File: config.mk
export PLATFORM = sky130hd
export DESIGN_NAME = matrix_op_controller
export DESIGN_NICKNAME = d
export VERILOG_FILES = /design/src/rtl/matrix_op_controller.sv
export SDC_FILE = /design/constraint.sdc
export NUM_CORES = 1
export LEC_CHECK = 0
export ABC_AREA = 1
export CORE_ASPECT_RATIO = 0.7
export CORE_MARGIN = 2
export CORE_UTILIZATION = 30
export CTS_CLUSTER_SIZE = 20
export DETAILED_ROUTE_END_ITERATION = 8
export PLACE_DENSITY_LB_ADDON = 0.05
export SYNTH_ARGS = -nofsm -noshare
export SYNTH_HDL_FRONTEND = slang
export SYNTH_SLANG_ARGS = --single-unit
File: constraint.sdc
create_clock -name clk -period 6.45 [get_ports clk]
set_input_delay 1.29 -clock clk [delete_from_list [all_inputs] [get_ports clk]]
set_output_delay 1.29 -clock clk [all_outputs]
set_load 0.005 [all_outputs]
File: src/rtl/matrix_op_controller.sv
// matrix_op_controller
//   Sequencer for a combinational 5x5 int8 matrix add/sub datapath. It accepts
//   one command at a time. It reads A (and B) one row per word from a
//   single-port synchronous memory, drives the external ALU, and registers the
//   result. It then writes C back row by row and reports done / overflow / error.
//
// Ports
//   clk, rst_n                 clock, async active-low reset
//   cmd_valid/cmd_ready        command handshake (ready only in IDLE)
//   cmd_op                     00 ADD, 01 SUB, 10 NEG (C = 0 - A), 11 illegal
//   cmd_addr_a/_b/_c           base word addresses of A, B, C
//   mem_addr/rd_en/rdata       memory read port (data one cycle after rd_en)
//   mem_wr_en/wdata            memory write port
//   alu_sub, alu_a/b_flat      ALU controls and packed operands
//   alu_c_flat, alu_ovf        ALU result and overflow (combinational)
//   busy, done                 status; done is a one-cycle pulse
//   done_ovf, done_err         completion status, held until next acceptance
//
// Configuration
//   COPROC_OVF_ABORT_EN : when defined, an overflow at EXEC skips the store
//                         phase and reports done_ovf=1, done_err=1.
//
// state  | meaning
// -------+----------------------------------------------------------
// IDLE   | waiting for a command, cmd_ready high
// LOAD   | one read per cycle (A rows, then B rows unless NEG)
// LWAIT  | capture the last read word
// EXEC   | register ALU result and overflow
// STORE  | write C rows 0..4, one per cycle
// DONE   | done pulse, status valid

module matrix_op_controller #(
  parameter int ADDR_W = 8
) (
  input  logic              clk,
  input  logic              rst_n,
  input  logic              cmd_valid,
  output logic              cmd_ready,
  input  logic [1:0]        cmd_op,
  input  logic [ADDR_W-1:0] cmd_addr_a,
  input  logic [ADDR_W-1:0] cmd_addr_b,
  input  logic [ADDR_W-1:0] cmd_addr_c,
  output logic [ADDR_W-1:0] mem_addr,
  output logic              mem_rd_en,
  input  logic [39:0]       mem_rdata,
  output logic              mem_wr_en,
  output logic [39:0]       mem_wdata,
  output logic              alu_sub,
  output logic [199:0]      alu_a_flat,
  output logic [199:0]      alu_b_flat,
  input  logic [199:0]      alu_c_flat,
  input  logic              alu_ovf,
  output logic              busy,
  output logic              done,
  output logic              done_ovf,
  output logic              done_err
);

  localparam int ROW_W = 40;
  localparam int ROWS  = 5;
  localparam int MAT_W = 200;

  localparam logic [2:0] LAST_ROW = 3'(ROWS - 1);
  localparam logic [1:0] OP_ADD = 2'b00;
  localparam logic [1:0] OP_NEG = 2'b10;
  localparam logic [1:0] OP_ILL = 2'b11;

  typedef enum logic [2:0] {
    S_IDLE, S_LOAD, S_LWAIT, S_EXEC, S_STORE, S_DONE
  } state_t;

  state_t            state;
  logic [2:0]        row;
  logic              phase_b;
  logic              neg_r;
  logic [ADDR_W-1:0] addr_b_r;
  logic [ADDR_W-1:0] addr_c_r;
  logic              cap_en;
  logic [2:0]        cap_row;
  logic              cap_b;
  logic [MAT_W-1:0]  op_a;
  logic [MAT_W-1:0]  op_b;
  logic [MAT_W-1:0]  result;
  logic              ovf_r;

  // NEG loads A into op_b and leaves op_a cleared, so the ALU computes 0 - A
  // straight from the operand registers.
  assign alu_a_flat = op_a;
  assign alu_b_flat = op_b;

  always_ff @(posedge clk or negedge rst_n) begin
    if (!rst_n) begin
      state     <= S_IDLE;
      row       <= '0;
      phase_b   <= 1'b0;
      neg_r     <= 1'b0;
      addr_b_r  <= '0;
      addr_c_r  <= '0;
      cap_en    <= 1'b0;
      cap_row   <= '0;
      cap_b     <= 1'b0;
      op_a      <= '0;
      op_b      <= '0;
      result    <= '0;
      ovf_r     <= 1'b0;
      mem_addr  <= '0;
      mem_rd_en <= 1'b0;
      mem_wr_en <= 1'b0;
      mem_wdata <= '0;
      alu_sub   <= 1'b0;
      busy      <= 1'b0;
      cmd_ready <= 1'b1;
      done      <= 1'b0;
      done_ovf  <= 1'b0;
      done_err  <= 1'b0;
    end else begin
      done <= 1'b0;

      // Read data arrives one cycle after its strobe; the destination row
      // travels alongside in cap_row / cap_b.
      if (cap_en) begin
        if (cap_b) op_b[ROW_W*int'(cap_row) +: ROW_W] <= mem_rdata;
        else       op_a[ROW_W*int'(cap_row) +: ROW_W] <= mem_rdata;
      end
      cap_en  <= mem_rd_en;
      cap_row <= row;
      cap_b   <= phase_b | neg_r;

      case (state)
        S_IDLE: begin
          if (cmd_valid) begin
            addr_b_r  <= cmd_addr_b;
            addr_c_r  <= cmd_addr_c;
            neg_r     <= (cmd_op == OP_NEG);
            alu_sub   <= (cmd_op != OP_ADD);
            op_a      <= '0;
            op_b      <= '0;
            row       <= '0;
            phase_b   <= 1'b0;
            busy      <= 1'b1;
            cmd_ready <= 1'b0;
            done_ovf  <= 1'b0;
            done_err  <= 1'b0;
            if (cmd_op == OP_ILL) begin
              state    <= S_DONE;
              done     <= 1'b1;
              done_err <= 1'b1;
            end else begin
              state     <= S_LOAD;
              mem_rd_en <= 1'b1;
              mem_addr  <= cmd_addr_a;
            end
          end
        end

        S_LOAD: begin
          if (row == LAST_ROW) begin
            if (!phase_b && !neg_r) begin
              phase_b  <= 1'b1;
              row      <= '0;
              mem_addr <= addr_b_r;
            end else begin
              mem_rd_en <= 1'b0;
              state     <= S_LWAIT;
            end
          end else begin
            row      <= row + 3'd1;
            mem_addr <= mem_addr + ADDR_W'(1);
          end
        end

        S_LWAIT: state <= S_EXEC;

        S_EXEC: begin
          result <= alu_c_flat;
          ovf_r  <= alu_ovf;
`ifdef COPROC_OVF_ABORT_EN
          if (alu_ovf) begin
            state    <= S_DONE;
            done     <= 1'b1;
            done_ovf <= 1'b1;
            done_err <= 1'b1;
          end else
`endif
          begin
            state     <= S_STORE;
            mem_wr_en <= 1'b1;
            mem_addr  <= addr_c_r;
            mem_wdata <= alu_c_flat[ROW_W-1:0];
            row       <= '0;
          end
        end

        S_STORE: begin
          if (row == LAST_ROW) begin
            mem_wr_en <= 1'b0;
            state     <= S_DONE;
            done      <= 1'b1;
            done_ovf  <= ovf_r;
          end else begin
            row       <= row + 3'd1;
            mem_addr  <= mem_addr + ADDR_W'(1);
            mem_wdata <= result[ROW_W*(int'(row)+1) +: ROW_W];
          end
        end

        S_DONE: begin
          state     <= S_IDLE;
          busy      <= 1'b0;
          cmd_ready <= 1'b1;
        end

        default: begin
          state     <= S_IDLE;
          mem_rd_en <= 1'b0;
          mem_wr_en <= 1'b0;
          busy      <= 1'b0;
          cmd_ready <= 1'b1;
        end
      endcase
    end
  end

endmodule

Word-level counts from Yosys, hierarchy flattened
Index checks and enable logic that the tools add are counted.

word-level totals
  bits in registers = 686
  bits of input ports = 270
  output and inout port bits = 456
  word-level logic and storage cells = 123

cells by class
  add/subtract/negate cells = 4
  multipliers = 2
  equality and inequality tests = 16
  shift operators = 3
  multiplexer cells = 49
  bitwise gates (word level) = 4
  reductions and logical operators = 22

operators by type and width
  kind                         count
  $mux W200                    8
  $bwmux W200                  2
  $shift A40 B33 Y200 const A  1
  $shiftx A200 B11 Y40         1
  $shiftx A40 B33 Y200         1
  $pmux W40 S2                 1
  $mux W40                     1
  $mux W8                      5
  $neg A9 Y33                  1
  $pmux W8 S4                  1
  $mux W3                      9
  $pmux W3 S5                  1
  $ne A2 B2 Y1 const B         7
  $mux W1                      13
  $pmux W3 S4                  1
  $reduce_and A4 Y1            3
  $reduce_or A4 Y1             3
  $pmux W1 S2                  5
  $reduce_and A5 Y1            2
  $eq A3 B3 Y1 const B         3
  $add A8 B1 Y8 const B        1
  $reduce_and A2 Y1            4
  $reduce_bool A2 Y1           4
  $mul A3 B4 Y7 const A        1
  other kinds (15)             21

Longest topological paths before layout
  depth in word-level cells = 8
  mapped depth = 18
  mapped depth without buffers = 18

Worst setup path before layout
No wires, ideal clock.

  path type = reg2reg
  start = reg cap_row[0]
  end = reg op_a[118] (netlist: alu_a_flat[118])
  library setup time = 0.132 ns
  arrival = 2.812 ns
  required time = 6.318 ns
  slack = 3.506 ns
  cell stages (with the launch flop) = 18
  buffers on the path = 2
  period minus slack after synthesis = 2.944 ns
  cell sequence = dfrtp_1 > ha_1 > ha_1 > inv_1 > ha_1 > nor3_1 > ha_1 > buf_2 > clkinv_1 > nor2_4 > nand2_2 > inv_2 > nand2_2 > nor2_4 > buf_2 > nand2_1 > o21ai_0 > nor2_1

between the ends
  cells in the longest elaborated chain, start to end = 8
  elaborated cells between the ends (all ways) = 9
  classes of those cells = 1 x add/sub; 1 x mul; 2 x shift; 5 x mux

RTL lines
  element                                                             line  RTL
  start: declaration                                                  79    logic [2:0] cap_row;
  start signal: assignment                                            126   cap_row <= row;
  $mul A3 B3 Y6 *                                                     123   else op_a[ROW_W*int'(cap_row) +: ROW_W] <= mem_rdata;
  $neg A9 Y33 *                                                       123
  $shiftx A40 B33 Y200 / $shift A40 B33 Y200 (equally long branches)  123
  $bwmux W200 *                                                       123
  $mux W200 *                                                         122   if (cap_b) op_b[ROW_W*int'(cap_row) +: ROW_W] <= mem_rdata;
  $mux W200 *                                                         121   if (cap_en) begin
  $mux W200                                                           131   if (cmd_valid) begin
  $mux W200 *                                                         129   case (state)
  end signal: indexed assignment                                      123
  end: declaration                                                    81    logic [MAT_W-1:0] op_a;

Mark *: on every way between the ends. The rest lies on a longest branch, timed or not.
A chain may end at the register's enable or synchronous reset.

Final worst setup path
  start = reg cap_row[0]
  end = reg op_b[55] (netlist: alu_b_flat[55])

between the ends
  cells in the longest elaborated chain, start to end = 8
  elaborated cells between the ends (all ways) = 9
  classes of those cells = 1 x add/sub; 1 x mul; 2 x shift; 5 x mux

RTL lines
  element                                                             line  RTL
  $mul A3 B3 Y6 *                                                     122
  $neg A9 Y33 *                                                       122
  $shiftx A40 B33 Y200 / $shift A40 B33 Y200 (equally long branches)  122
  $bwmux W200 *                                                       122
  $mux W200 *                                                         122
  $mux W200 *                                                         121
  $mux W200                                                           131
  $mux W200 *                                                         129
  end signal: indexed assignment                                      122
  end: declaration                                                    82    logic [MAT_W-1:0] op_b;

Marks and branches as above.

==> qor.csv <==
metric,value,unit
status,finished clean,
layout_commonest_cell,nand2_1,
cts_setup_buffers,0,
synth_top_flop_cell,dfrtp_1,
insertion_delay,0.67,ns
fillCellCount,11200,
ys_ff_latch,646,
syn_nets,4643,
io_pins,726,
critical-path-slowest-cell,inv_1,
grt.overflow.total,0,
drc,0,
ys.warnings.count,0,
hp-class,reg -> reg,
endpoint_kind,register,
critPathKind,reg -> reg,
seq_area,0.0162,mm²
clock-root-buffer,clkbuf_16,
grt_start_max_net_pins,143,
io_buffers,725,
finalSetupViolations,0,
cpMostUsedCell,ha_1,
clk_pin_slew,0.06,ns
postRouteAntennaNets,0,
min_path_cells,2,
p_leak,0.0208,µW
cts-buffers-inserted,74,
yosysTopAreaCellShare,50.2,%
cts_tree,done,
pwr_density_cell,567,mW/mm²
cp_slowest_stage_delay,0.53,ns
num_rows,100,
antenna_found_initial,11,
drive_above_1_share,5.45,%
synth_area_leaders,"dfrtp_1, nand2_1, nor2_1",
rsz0062_at_grt,no,
start_kind,register,
ctsResizeCount,0,
cts_hold_buf,0,
synthCells,4364,
die_y,278,µm
htreeDepth,3,
place_congestion,0.980,
initial_utilization,30.3,%
detail_route.wl_per_cell,22.8,µm
grt_pass1_wl,211000,µm
power,24400,µW
detailed_place_hpwl,107000,µm
fin_worst_skew,0.0277,ns
syn_to_final_growth,33.8,%
coreArea,0.106,mm²
die_x,395,µm
fp.dieArea,0.110,mm²
viasPerCell,4.87,
rr_worst_depth,16,
syn_area_per_cell,7.37,µm²
grt_use_total,26.1,%
cts_sinks,646,
worst_pin_slew,1.42,ns
dr.pass1.iters,5,
drv_slew,0,
ys_seq_area_share,50.3,%
fmax,204,MHz
post-route-min-period,4.90,ns
cp_max_fo,42,
max_slew_margin,4.17,%
routed_wl,147000,µm
synth_edf_count,0,
grt_pass1_vias,29900,
cp_cell_sequence,buf_4 > ha_1 > ha_1 > inv_1 > ha_1 > nor3_1 > ha_1 > clkinv_1 > nor2_4 > nand2_2 > inv_1 > nand2_2 > nor2_4 > inv_2 > nor2_1 > nor2_1,
multi_input_area,0.0138,mm²
synth_area,0.0321,mm²
crit_required,6.99,ns
async_flop_share,100,%
setup_tns,0,ns
critPathArrivalTime,5.44,ns
synth_area_leader_cell,dfrtp_1,
timing.final.hold_violations,0,
fin_crit_sh,76.0,%
cts.path.max_buffers,3,
holdWs,0.470,ns
cap_violations,0,
ys_types,44,
final_cell_mix,"nand2_1, clkdlybuf4s50_1, nor2_1, dfrtp_1, o21ai_0",
num_vias,31400,
ir_worst_vdd,0.000467,V
initialDrtViolationCount,2858,
layout.nets,5238,
synth_stat cells (7+ instances only):
library cell	count
o22ai_1	63
o21a_1	9
nor3_1	9
a31oi_1	45
buf_4	10
o21ai_1	14
nor2_1	701
nand2_1	1464
nand3_2	11
buf_2	72
clkbuf_1	147
a21oi_1	186
dfrtp_1	645
inv_1	268
inv_2	20
ha_1	9
nand3_1	167
buf_6	7
nand2_2	18
or2_2	9
o21ai_0	387
nor2_2	11
nor2_4	18
buf_1	20
nand4_1	20
state kept, by name, indices dropped and copies added (netlist names), 8 cells and up:
signal      cells
addr_b_r        8
addr_c_r        8
alu_a_flat    200
alu_b_flat    200
mem_addr        8
mem_wdata      40
result        160
critical path, delay by kind of cell (launching register included):
kind                       cells  cell delay, ns
adders and majority gates      4            1.20
and+or+nand+nor                7            1.69
DFF                            1            0.32
buffers and inverters          5            1.55
kinds of logic after synthesis:
logic type	after synthesis	synth area share, %
xor+xnor	5	0.136
simple gates	2436	30.4
buf+inv	549	6.98
compound gates	719	11.9
fa+ha+maj	9	0.350
flops	646	50.3
final timing paths:
path / startpoint / to / slack, ns
setup / recovery: cap_row[0]$_DFF_PN0_ / alu_b_flat[55]$_DFF_PN0_ / 1.55
hold / removal: addr_c_r[4]$_DFFE_PN0P_ / addr_c_r[4]$_DFFE_PN0P_ / 0.47
setup reg to reg: cap_row[0]$_DFF_PN0_ / alu_b_flat[55]$_DFF_PN0_ / 1.55
hold reg to reg: addr_c_r[4]$_DFFE_PN0P_ / addr_c_r[4]$_DFFE_PN0P_ / 0.47
max in group asynchronous: rst_n / alu_a_flat[28]$_DFF_PN0_ / 4.36
min in group asynchronous: rst_n / alu_a_flat[113]$_DFF_PN0_ / 0.71
where the power goes:
part	switching (µW)	internal, µW	leakage (µW)
clock	1860	2450	0.00118
combinational	9210	4230	0.0111
sequential	989	5640	0.00847
total	12100	12300	0.0208
layer usage:
layer / routed length, µm / track usage [%] / vias to the layer above
li1: - / - / 15000
met1: 68000 / 37.5 / 15200
met2: 62300 / 37.2 / 1018
met3: 12600 / 8.47 / 164
met4: 3800 / 7.08 / 4
met5: 115 / 0.653 / -
per-stage QoR:
stage | util (%) | area [µm²] | worst slack [ns] | instances
after floorplan | - | 32100 | 3.51 | 4364
after global placement | 38.2 | 40600 | 1.78 | 6311
after detailed placement | 38.2 | 40600 | 1.80 | 6311
after CTS | 40.5 | 43000 | 1.77 | 6439
after global routing | 40.5 | 43000 | 1.37 | 6446
final | 40.5 | 43000 | 1.55 | 6447
layout make-up:
type | instances | area share (%)
sequential | 646 | 37.6
multi-input combinational | 3169 | 32.0
timing repair buffer | 775 | 18.0
clock buffer | 105 | 5.00
tap | 1428 | 4.15
inverter | 293 | 2.59
clock inverter | 23 | 0.599
antenna | 8 | 0.0466
Power figures use the tool's default switching activity.
